$ cat config.mk
export PLATFORM = sky130hd
export DESIGN_NAME = bus_arbiter_flat
export DESIGN_NICKNAME = d
export VERILOG_FILES = /design/src/rtl/bus_arbiter_if.sv /design/src/rtl/bus_arbiter.sv /design/src/flat_wrapper.sv
export SDC_FILE = /design/constraint.sdc
export NUM_CORES = 1
export LEC_CHECK = 0
export ABC_AREA = 0
export CAP_MARGIN = 20
export CORE_MARGIN = 2
export CORE_UTILIZATION = 40
export DETAILED_ROUTE_END_ITERATION = 8
export GPL_TIMING_DRIVEN = 1
export PLACE_DENSITY = 0.8
export SYNTH_ARGS = -nofsm -noshare
export SYNTH_HDL_FRONTEND = slang
export SYNTH_SLANG_ARGS = --single-unit
$ cat constraint.sdc
create_clock -name clk -period 1.6 [get_ports clk]
set_input_delay 0.32 -clock clk [delete_from_list [all_inputs] [get_ports clk]]
set_output_delay 0.32 -clock clk [all_outputs]
set_load 0.02 [all_outputs]
$ cat src/rtl/bus_arbiter_if.sv
// bus_arbiter_if: groups the two master request/response channels and the
// shared memory port of bus_arbiter into one bundle.
//   slave  modport : arbiter view (takes requests, drives memory port)
//   master modport : environment view (masters + memory slave)
// Parameter word_width sets every address/data width.
interface bus_arbiter_if #(parameter int word_width = 32);
  logic                  m0_req, m0_we, m0_gnt, m0_ack, m0_err;
  logic [word_width-1:0] m0_addr, m0_wdata, m0_rdata;
  logic                  m1_req, m1_we, m1_gnt, m1_ack, m1_err;
  logic [word_width-1:0] m1_addr, m1_wdata, m1_rdata;
  logic                  mem_en, mem_we, mem_ready;
  logic [word_width-1:0] mem_addr, mem_wdata, mem_rdata;

  modport slave (
    input  m0_req, m0_we, m0_addr, m0_wdata,
    input  m1_req, m1_we, m1_addr, m1_wdata,
    input  mem_rdata, mem_ready,
    output m0_gnt, m0_ack, m0_err, m0_rdata,
    output m1_gnt, m1_ack, m1_err, m1_rdata,
    output mem_en, mem_we, mem_addr, mem_wdata
  );

  modport master (
    output m0_req, m0_we, m0_addr, m0_wdata,
    output m1_req, m1_we, m1_addr, m1_wdata,
    output mem_rdata, mem_ready,
    input  m0_gnt, m0_ack, m0_err, m0_rdata,
    input  m1_gnt, m1_ack, m1_err, m1_rdata,
    input  mem_en, mem_we, mem_addr, mem_wdata
  );
endinterface

$ cat src/rtl/bus_arbiter.sv
// bus_arbiter: two-master (m0 = cpu, m1 = vga) round-robin arbiter in front
// of a single memory port. One transaction at a time: IDLE -> ACCESS -> DONE.
// All outputs are registered.
// Ports:
//   clk        single clock, posedge
//   rst        synchronous active-high reset
//   bus        bus_arbiter_if.slave: master req/we/addr/wdata in,
//              gnt/ack/err/rdata out; memory en/we/addr/wdata out,
//              rdata/ready in
// Optional feature: define BUS_ARBITER_TIMEOUT_EN to abort an ACCESS that
// sees no mem_ready within timeout_cycles cycles (ack + err to the owner).
module bus_arbiter #(
  parameter int word_width     = 32,
  parameter int timeout_cycles = 16
) (
  input logic       clk,
  input logic       rst,
  bus_arbiter_if.slave bus
);
  typedef enum logic [1:0] {IDLE, ACCESS, DONE} state_t;

  if (timeout_cycles < 1) begin : g_bad_tmo
    $error("bus_arbiter: timeout_cycles must be >= 1");
  end

  state_t                     state_q, state_d;
  logic                       owner_q, owner_d;   // 0 = m0, 1 = m1
  logic                       last_q, last_d;     // master served last
  logic [1:0]                 gnt_q, gnt_d, ack_q, ack_d;
  logic                       mem_en_q, mem_en_d, mem_we_q, mem_we_d;
  logic [word_width-1:0]      mem_addr_q, mem_addr_d, mem_wdata_q, mem_wdata_d;
  logic [1:0][word_width-1:0] rdata_q, rdata_d;
  logic                       sel;

`ifdef BUS_ARBITER_TIMEOUT_EN
  localparam int CW = $clog2(timeout_cycles + 1);
  logic [CW-1:0] cnt_q, cnt_d;
  logic [1:0]    err_q, err_d;
  logic          tmo;
  // High in the last allowed ACCESS cycle (cnt counts completed cycles).
  assign tmo = (cnt_q == CW'(timeout_cycles - 1));
`endif

  always_comb begin
    state_d     = state_q;
    owner_d     = owner_q;
    last_d      = last_q;
    gnt_d       = gnt_q;
    ack_d       = '0;
    mem_en_d    = mem_en_q;
    mem_we_d    = mem_we_q;
    mem_addr_d  = mem_addr_q;
    mem_wdata_d = mem_wdata_q;
    rdata_d     = rdata_q;
    sel         = 1'b0;
`ifdef BUS_ARBITER_TIMEOUT_EN
    cnt_d       = cnt_q;
    err_d       = '0;
`endif
    case (state_q)
      IDLE: begin
        gnt_d    = '0;
        mem_en_d = 1'b0;
        mem_we_d = 1'b0;
        if (bus.m0_req || bus.m1_req) begin
          // Contention goes to whoever was not served last.
          sel         = (bus.m0_req && bus.m1_req) ? ~last_q : bus.m1_req;
          owner_d     = sel;
          state_d     = ACCESS;
          gnt_d       = sel ? 2'b10 : 2'b01;
          mem_en_d    = 1'b1;
          mem_we_d    = sel ? bus.m1_we    : bus.m0_we;
          mem_addr_d  = sel ? bus.m1_addr  : bus.m0_addr;
          mem_wdata_d = sel ? bus.m1_wdata : bus.m0_wdata;
`ifdef BUS_ARBITER_TIMEOUT_EN
          cnt_d       = '0;
`endif
        end
      end
      ACCESS: begin
        // mem_ready takes priority over a simultaneous timeout.
        if (bus.mem_ready) begin
          if (!mem_we_q) rdata_d[owner_q] = bus.mem_rdata;
          ack_d[owner_q] = 1'b1;
          mem_en_d       = 1'b0;
          mem_we_d       = 1'b0;
          state_d        = DONE;
        end
`ifdef BUS_ARBITER_TIMEOUT_EN
        else if (tmo) begin
          ack_d[owner_q] = 1'b1;
          err_d[owner_q] = 1'b1;
          mem_en_d       = 1'b0;
          mem_we_d       = 1'b0;
          state_d        = DONE;
        end else begin
          cnt_d = cnt_q + 1'b1;
        end
`endif
      end
      DONE: begin
        gnt_d   = '0;
        last_d  = owner_q;
        state_d = IDLE;
      end
      default: state_d = IDLE;
    endcase
  end

  always_ff @(posedge clk) begin
    if (rst) begin
      state_q     <= IDLE;
      owner_q     <= 1'b0;
      last_q      <= 1'b1;   // pretend m1 went last so m0 wins first
      gnt_q       <= '0;
      ack_q       <= '0;
      mem_en_q    <= 1'b0;
      mem_we_q    <= 1'b0;
      mem_addr_q  <= '0;
      mem_wdata_q <= '0;
      rdata_q     <= '0;
`ifdef BUS_ARBITER_TIMEOUT_EN
      cnt_q       <= '0;
      err_q       <= '0;
`endif
    end else begin
      state_q     <= state_d;
      owner_q     <= owner_d;
      last_q      <= last_d;
      gnt_q       <= gnt_d;
      ack_q       <= ack_d;
      mem_en_q    <= mem_en_d;
      mem_we_q    <= mem_we_d;
      mem_addr_q  <= mem_addr_d;
      mem_wdata_q <= mem_wdata_d;
      rdata_q     <= rdata_d;
`ifdef BUS_ARBITER_TIMEOUT_EN
      cnt_q       <= cnt_d;
      err_q       <= err_d;
`endif
    end
  end

  assign bus.m0_gnt    = gnt_q[0];
  assign bus.m1_gnt    = gnt_q[1];
  assign bus.m0_ack    = ack_q[0];
  assign bus.m1_ack    = ack_q[1];
  assign bus.m0_rdata  = rdata_q[0];
  assign bus.m1_rdata  = rdata_q[1];
  assign bus.mem_en    = mem_en_q;
  assign bus.mem_we    = mem_we_q;
  assign bus.mem_addr  = mem_addr_q;
  assign bus.mem_wdata = mem_wdata_q;
`ifdef BUS_ARBITER_TIMEOUT_EN
  assign bus.m0_err    = err_q[0];
  assign bus.m1_err    = err_q[1];
`else
  assign bus.m0_err    = 1'b0;
  assign bus.m1_err    = 1'b0;
`endif
endmodule

$ cat src/flat_wrapper.sv
// flat-port wrapper written by rule: the top's interface ports become plain ports
module bus_arbiter_flat 
#(
  parameter int word_width     = 32,
  parameter int timeout_cycles = 16
)
  (clk, rst, bus_m0_req, bus_m0_we, bus_m0_addr, bus_m0_wdata, bus_m1_req, bus_m1_we, bus_m1_addr, bus_m1_wdata, bus_mem_rdata, bus_mem_ready, bus_m0_gnt, bus_m0_ack, bus_m0_err, bus_m0_rdata, bus_m1_gnt, bus_m1_ack, bus_m1_err, bus_m1_rdata, bus_mem_en, bus_mem_we, bus_mem_addr, bus_mem_wdata);
  bus_arbiter_if #(.word_width(word_width)) bus_i ();
  input logic clk;
  input logic rst;
  input wire logic [$bits(bus_i.m0_req)-1:0] bus_m0_req;
  input wire logic [$bits(bus_i.m0_we)-1:0] bus_m0_we;
  input wire logic [$bits(bus_i.m0_addr)-1:0] bus_m0_addr;
  input wire logic [$bits(bus_i.m0_wdata)-1:0] bus_m0_wdata;
  input wire logic [$bits(bus_i.m1_req)-1:0] bus_m1_req;
  input wire logic [$bits(bus_i.m1_we)-1:0] bus_m1_we;
  input wire logic [$bits(bus_i.m1_addr)-1:0] bus_m1_addr;
  input wire logic [$bits(bus_i.m1_wdata)-1:0] bus_m1_wdata;
  input wire logic [$bits(bus_i.mem_rdata)-1:0] bus_mem_rdata;
  input wire logic [$bits(bus_i.mem_ready)-1:0] bus_mem_ready;
  output wire logic [$bits(bus_i.m0_gnt)-1:0] bus_m0_gnt;
  output wire logic [$bits(bus_i.m0_ack)-1:0] bus_m0_ack;
  output wire logic [$bits(bus_i.m0_err)-1:0] bus_m0_err;
  output wire logic [$bits(bus_i.m0_rdata)-1:0] bus_m0_rdata;
  output wire logic [$bits(bus_i.m1_gnt)-1:0] bus_m1_gnt;
  output wire logic [$bits(bus_i.m1_ack)-1:0] bus_m1_ack;
  output wire logic [$bits(bus_i.m1_err)-1:0] bus_m1_err;
  output wire logic [$bits(bus_i.m1_rdata)-1:0] bus_m1_rdata;
  output wire logic [$bits(bus_i.mem_en)-1:0] bus_mem_en;
  output wire logic [$bits(bus_i.mem_we)-1:0] bus_mem_we;
  output wire logic [$bits(bus_i.mem_addr)-1:0] bus_mem_addr;
  output wire logic [$bits(bus_i.mem_wdata)-1:0] bus_mem_wdata;
  assign bus_i.m0_req = bus_m0_req;
  assign bus_i.m0_we = bus_m0_we;
  assign bus_i.m0_addr = bus_m0_addr;
  assign bus_i.m0_wdata = bus_m0_wdata;
  assign bus_i.m1_req = bus_m1_req;
  assign bus_i.m1_we = bus_m1_we;
  assign bus_i.m1_addr = bus_m1_addr;
  assign bus_i.m1_wdata = bus_m1_wdata;
  assign bus_i.mem_rdata = bus_mem_rdata;
  assign bus_i.mem_ready = bus_mem_ready;
  assign bus_m0_gnt = bus_i.m0_gnt;
  assign bus_m0_ack = bus_i.m0_ack;
  assign bus_m0_err = bus_i.m0_err;
  assign bus_m0_rdata = bus_i.m0_rdata;
  assign bus_m1_gnt = bus_i.m1_gnt;
  assign bus_m1_ack = bus_i.m1_ack;
  assign bus_m1_err = bus_i.m1_err;
  assign bus_m1_rdata = bus_i.m1_rdata;
  assign bus_mem_en = bus_i.mem_en;
  assign bus_mem_we = bus_i.mem_we;
  assign bus_mem_addr = bus_i.mem_addr;
  assign bus_mem_wdata = bus_i.mem_wdata;
  bus_arbiter #(.word_width(word_width), .timeout_cycles(timeout_cycles)) u_core (.clk(clk), .rst(rst), .bus(bus_i));
endmodule
==> metrics.cfg <==
[run]
max-cap-violations = 0

[place]
io_buffers = 300
gp_congestion = 0.806
dp_hpwl_um = 14000
place_ws_ns = -0.326
placed_area_mm2 = 0.00937
placed_cells = 1138

[timing]
fin_tns_setup_ns = 0
setup_viol = 0
clock.fmax_mhz = 669
setup_slack_ns = 0.104
drv_slew = 0
finalHoldViolations = 0
post-route-period-util = 0.935
rsz0062_at_grt = false
post-route-min-period_ns = 1.50
holdWs_ns = 0.242
finalClockSkew_ns = 0.00716

[setup_path]
slowest_delay_ns = 0.47
crit_fanout = 27
worstPathRequired_ns = 1.92
timing.rr.start = u_core.last_q$_SDFFE_PP1N_
end_kind = flop
worstPathCellList = clkdlybuf4s50_1 -> or2_2 -> and2_4 -> buf_12 -> a311oi_2
start_kind = input port
slowest_stage = clkdlybuf4s50_1
crit_start = bus_m0_req
critical_path_class = in2reg
arrival_ns = 1.82
worst-path-buf-inv = 2
crit_family = buffers and inverters

[floorplan]
die_y_um = 128
die_area_mm2 = 0.0163
die_w_um = 128
core.rowCount = 45
start_util = 0.406
core-area_mm2 = 0.0151
ios = 303

[logic_synthesis]
syn_inst = 700
synth_area_leaders = dfxtp_1, a311oi_2, a21oi_1
synth_area_mm2 = 0.00613
yosysWarnings = 0
synth_top_area_frac = 0.451
yosysSeqAreaShare = 0.451
synth_cell_types = 33
synth_seq_cells = 138
synth_top_area_cell = dfxtp_1
synth_area_per_cell_um2 = 8.76

[global_route]
grt_max_degree = 68
grt_overflow = 0
grt.total_usage = 0.241
grt_pass1_vias = 6166
antenna_found_initial = 0
grt_pass1_wl_um = 31200

[min_path]
worstHoldStart = rst
min_path_type = in2reg

[final_layout]
drive_gt1_frac = 0.141
fillers = 1313
utilization = 0.650
fin_cells = 1170
multi_input_area_mm2 = 0.00296
syn_to_final_growth_pct = 59.8
fin_area_mm2 = 0.00980
seqCellArea_mm2 = 0.00276
nNetsFinal = 1136
n_antenna_cell = 0

[drt]
drc_errors = 0
vias = 6264
drt_iter0_markers = 361
drtPass1Iterations = 4
final_antenna_net_count = 0
drt_wl_total_um = 19800
wl_per_cell_um = 16.9
viasPerCell = 5.35

[clock_tree]
ctsRootBufferMaster = clkbuf_16
clock-sinks = 138
cts_tree = built
clockBufferDepth = 2
clkSlewWorstSetupHoldPaths_ns = 0.06
clk_latency_ns = 0.42
cts_buffers = 17
postCtsHoldBufs = 0
htree_levels = 4

[pwr]
p_per_area_mw_per_mm2 = 1030
finalPower_mw = 10.1
vdd_drop_max_v = 0.000798
p_leak_nw = 4.03

[status]
status = completed

## power breakdown
| part | total, mW | internal, mW | switching [mW] |
|---|---|---|---|
| sequential | 3.83 | 3.69 | 0.137 |
| clock | 4.00 | 2.58 | 1.42 |
| combinational | 2.30 | 1.06 | 1.24 |
| total | 10.1 | 7.32 | 2.80 |
## path summary, 6_finish.rpt
path / endpoint / depth (start not counted) / slack, ns
worst max-delay path: u_core.bus.mem_wdata[18]$_SDFFE_PP0P_ / 5 / 0.10
worst min-delay path: u_core.bus.mem_wdata[14]$_SDFFE_PP0P_ / 2 / 0.24
worst max register to register: u_core.bus.mem_addr[11]$_SDFFE_PP0P_ / 4 / 0.13
worst min register to register: u_core.gnt_q[1]$_SDFFE_PP0P_ / 2 / 0.46
## layer usage
layer  track usage  routed length (µm)
met2         0.421                9880
met5             0                   0
met1         0.282                7900
met3        0.0705                1590
met4        0.0840                 417
## layout by cell type, fill, tap and decap left out, types with 2 or more instances in the layout
master,instances
clkbuf_8,3
clkbuf_16,17
buf_12,13
a311oi_1,4
o21ai_0,35
dlygate4sd2_1,134
o21ai_1,30
conb_1,2
a21oi_2,10
bufinv_16,3
a311oi_2,60
clkdlybuf4s50_1,165
clkbuf_1,6
a21oi_1,122
nand2_1,132
nand3_1,64
and2_1,2
o211ai_1,2
dfxtp_1,137
buf_4,18
## synth_stat cells
cell type,instances
and2_1,3
nor2_1,1
nor2_4,1
a21o_1,1
or2_1,1
mux2i_1,1
buf_2,28
a32oi_1,1
o21ai_1,30
buf_4,5
a311oi_1,4
nor4bb_1,1
nand2b_1,1
a21boi_1,1
o31ai_1,1
dfxtp_1,138
buf_6,8
nor2b_1,1
o21ai_0,35
a21bo_2,1
or3b_2,1
a21oi_1,122
conb_1,1
inv_1,2
and4bb_1,1
nand3_1,64
o211ai_1,2
a311oi_2,60
a21oi_2,10
buf_1,5
nand2_1,132
clkbuf_1,36
nand4bb_1,1
## what timing repair did
action / 4_1_cts / 5_1_grt
setup endpoints to repair: 134 / 0
gates resized for setup: 134 / 0
setup buffers: 0 / 0
## flip-flops by register name, summed over array words and instances, names as in the netlist, 2 cells and up
name and cells:
u_core.bus.m1_rdata 32, u_core.bus.m0_rdata 32, u_core.bus.mem_wdata 32, u_core.state_q 2, u_core.gnt_q 2, u_core.ack_q 2
u_core.bus.mem_addr 32
## final cells by class
type / instances / area share
clock buffers: 26 / 0.0499
clock inverters: 6 / 0.0114
inverters: 2 / 0.000766
multi-input cells: 479 / 0.302
flip-flops and latches: 138 / 0.282
well taps: 188 / 0.0240
repair buffers: 331 / 0.330
## logic make-up after synthesis
group	share of synthesized area
simple gates	0.149
other cells	0.000612
mux	0.00163
compound gates	0.329
buf+inv	0.0700
flops	0.451
Note: power is estimated with default switching activity, not from simulation.
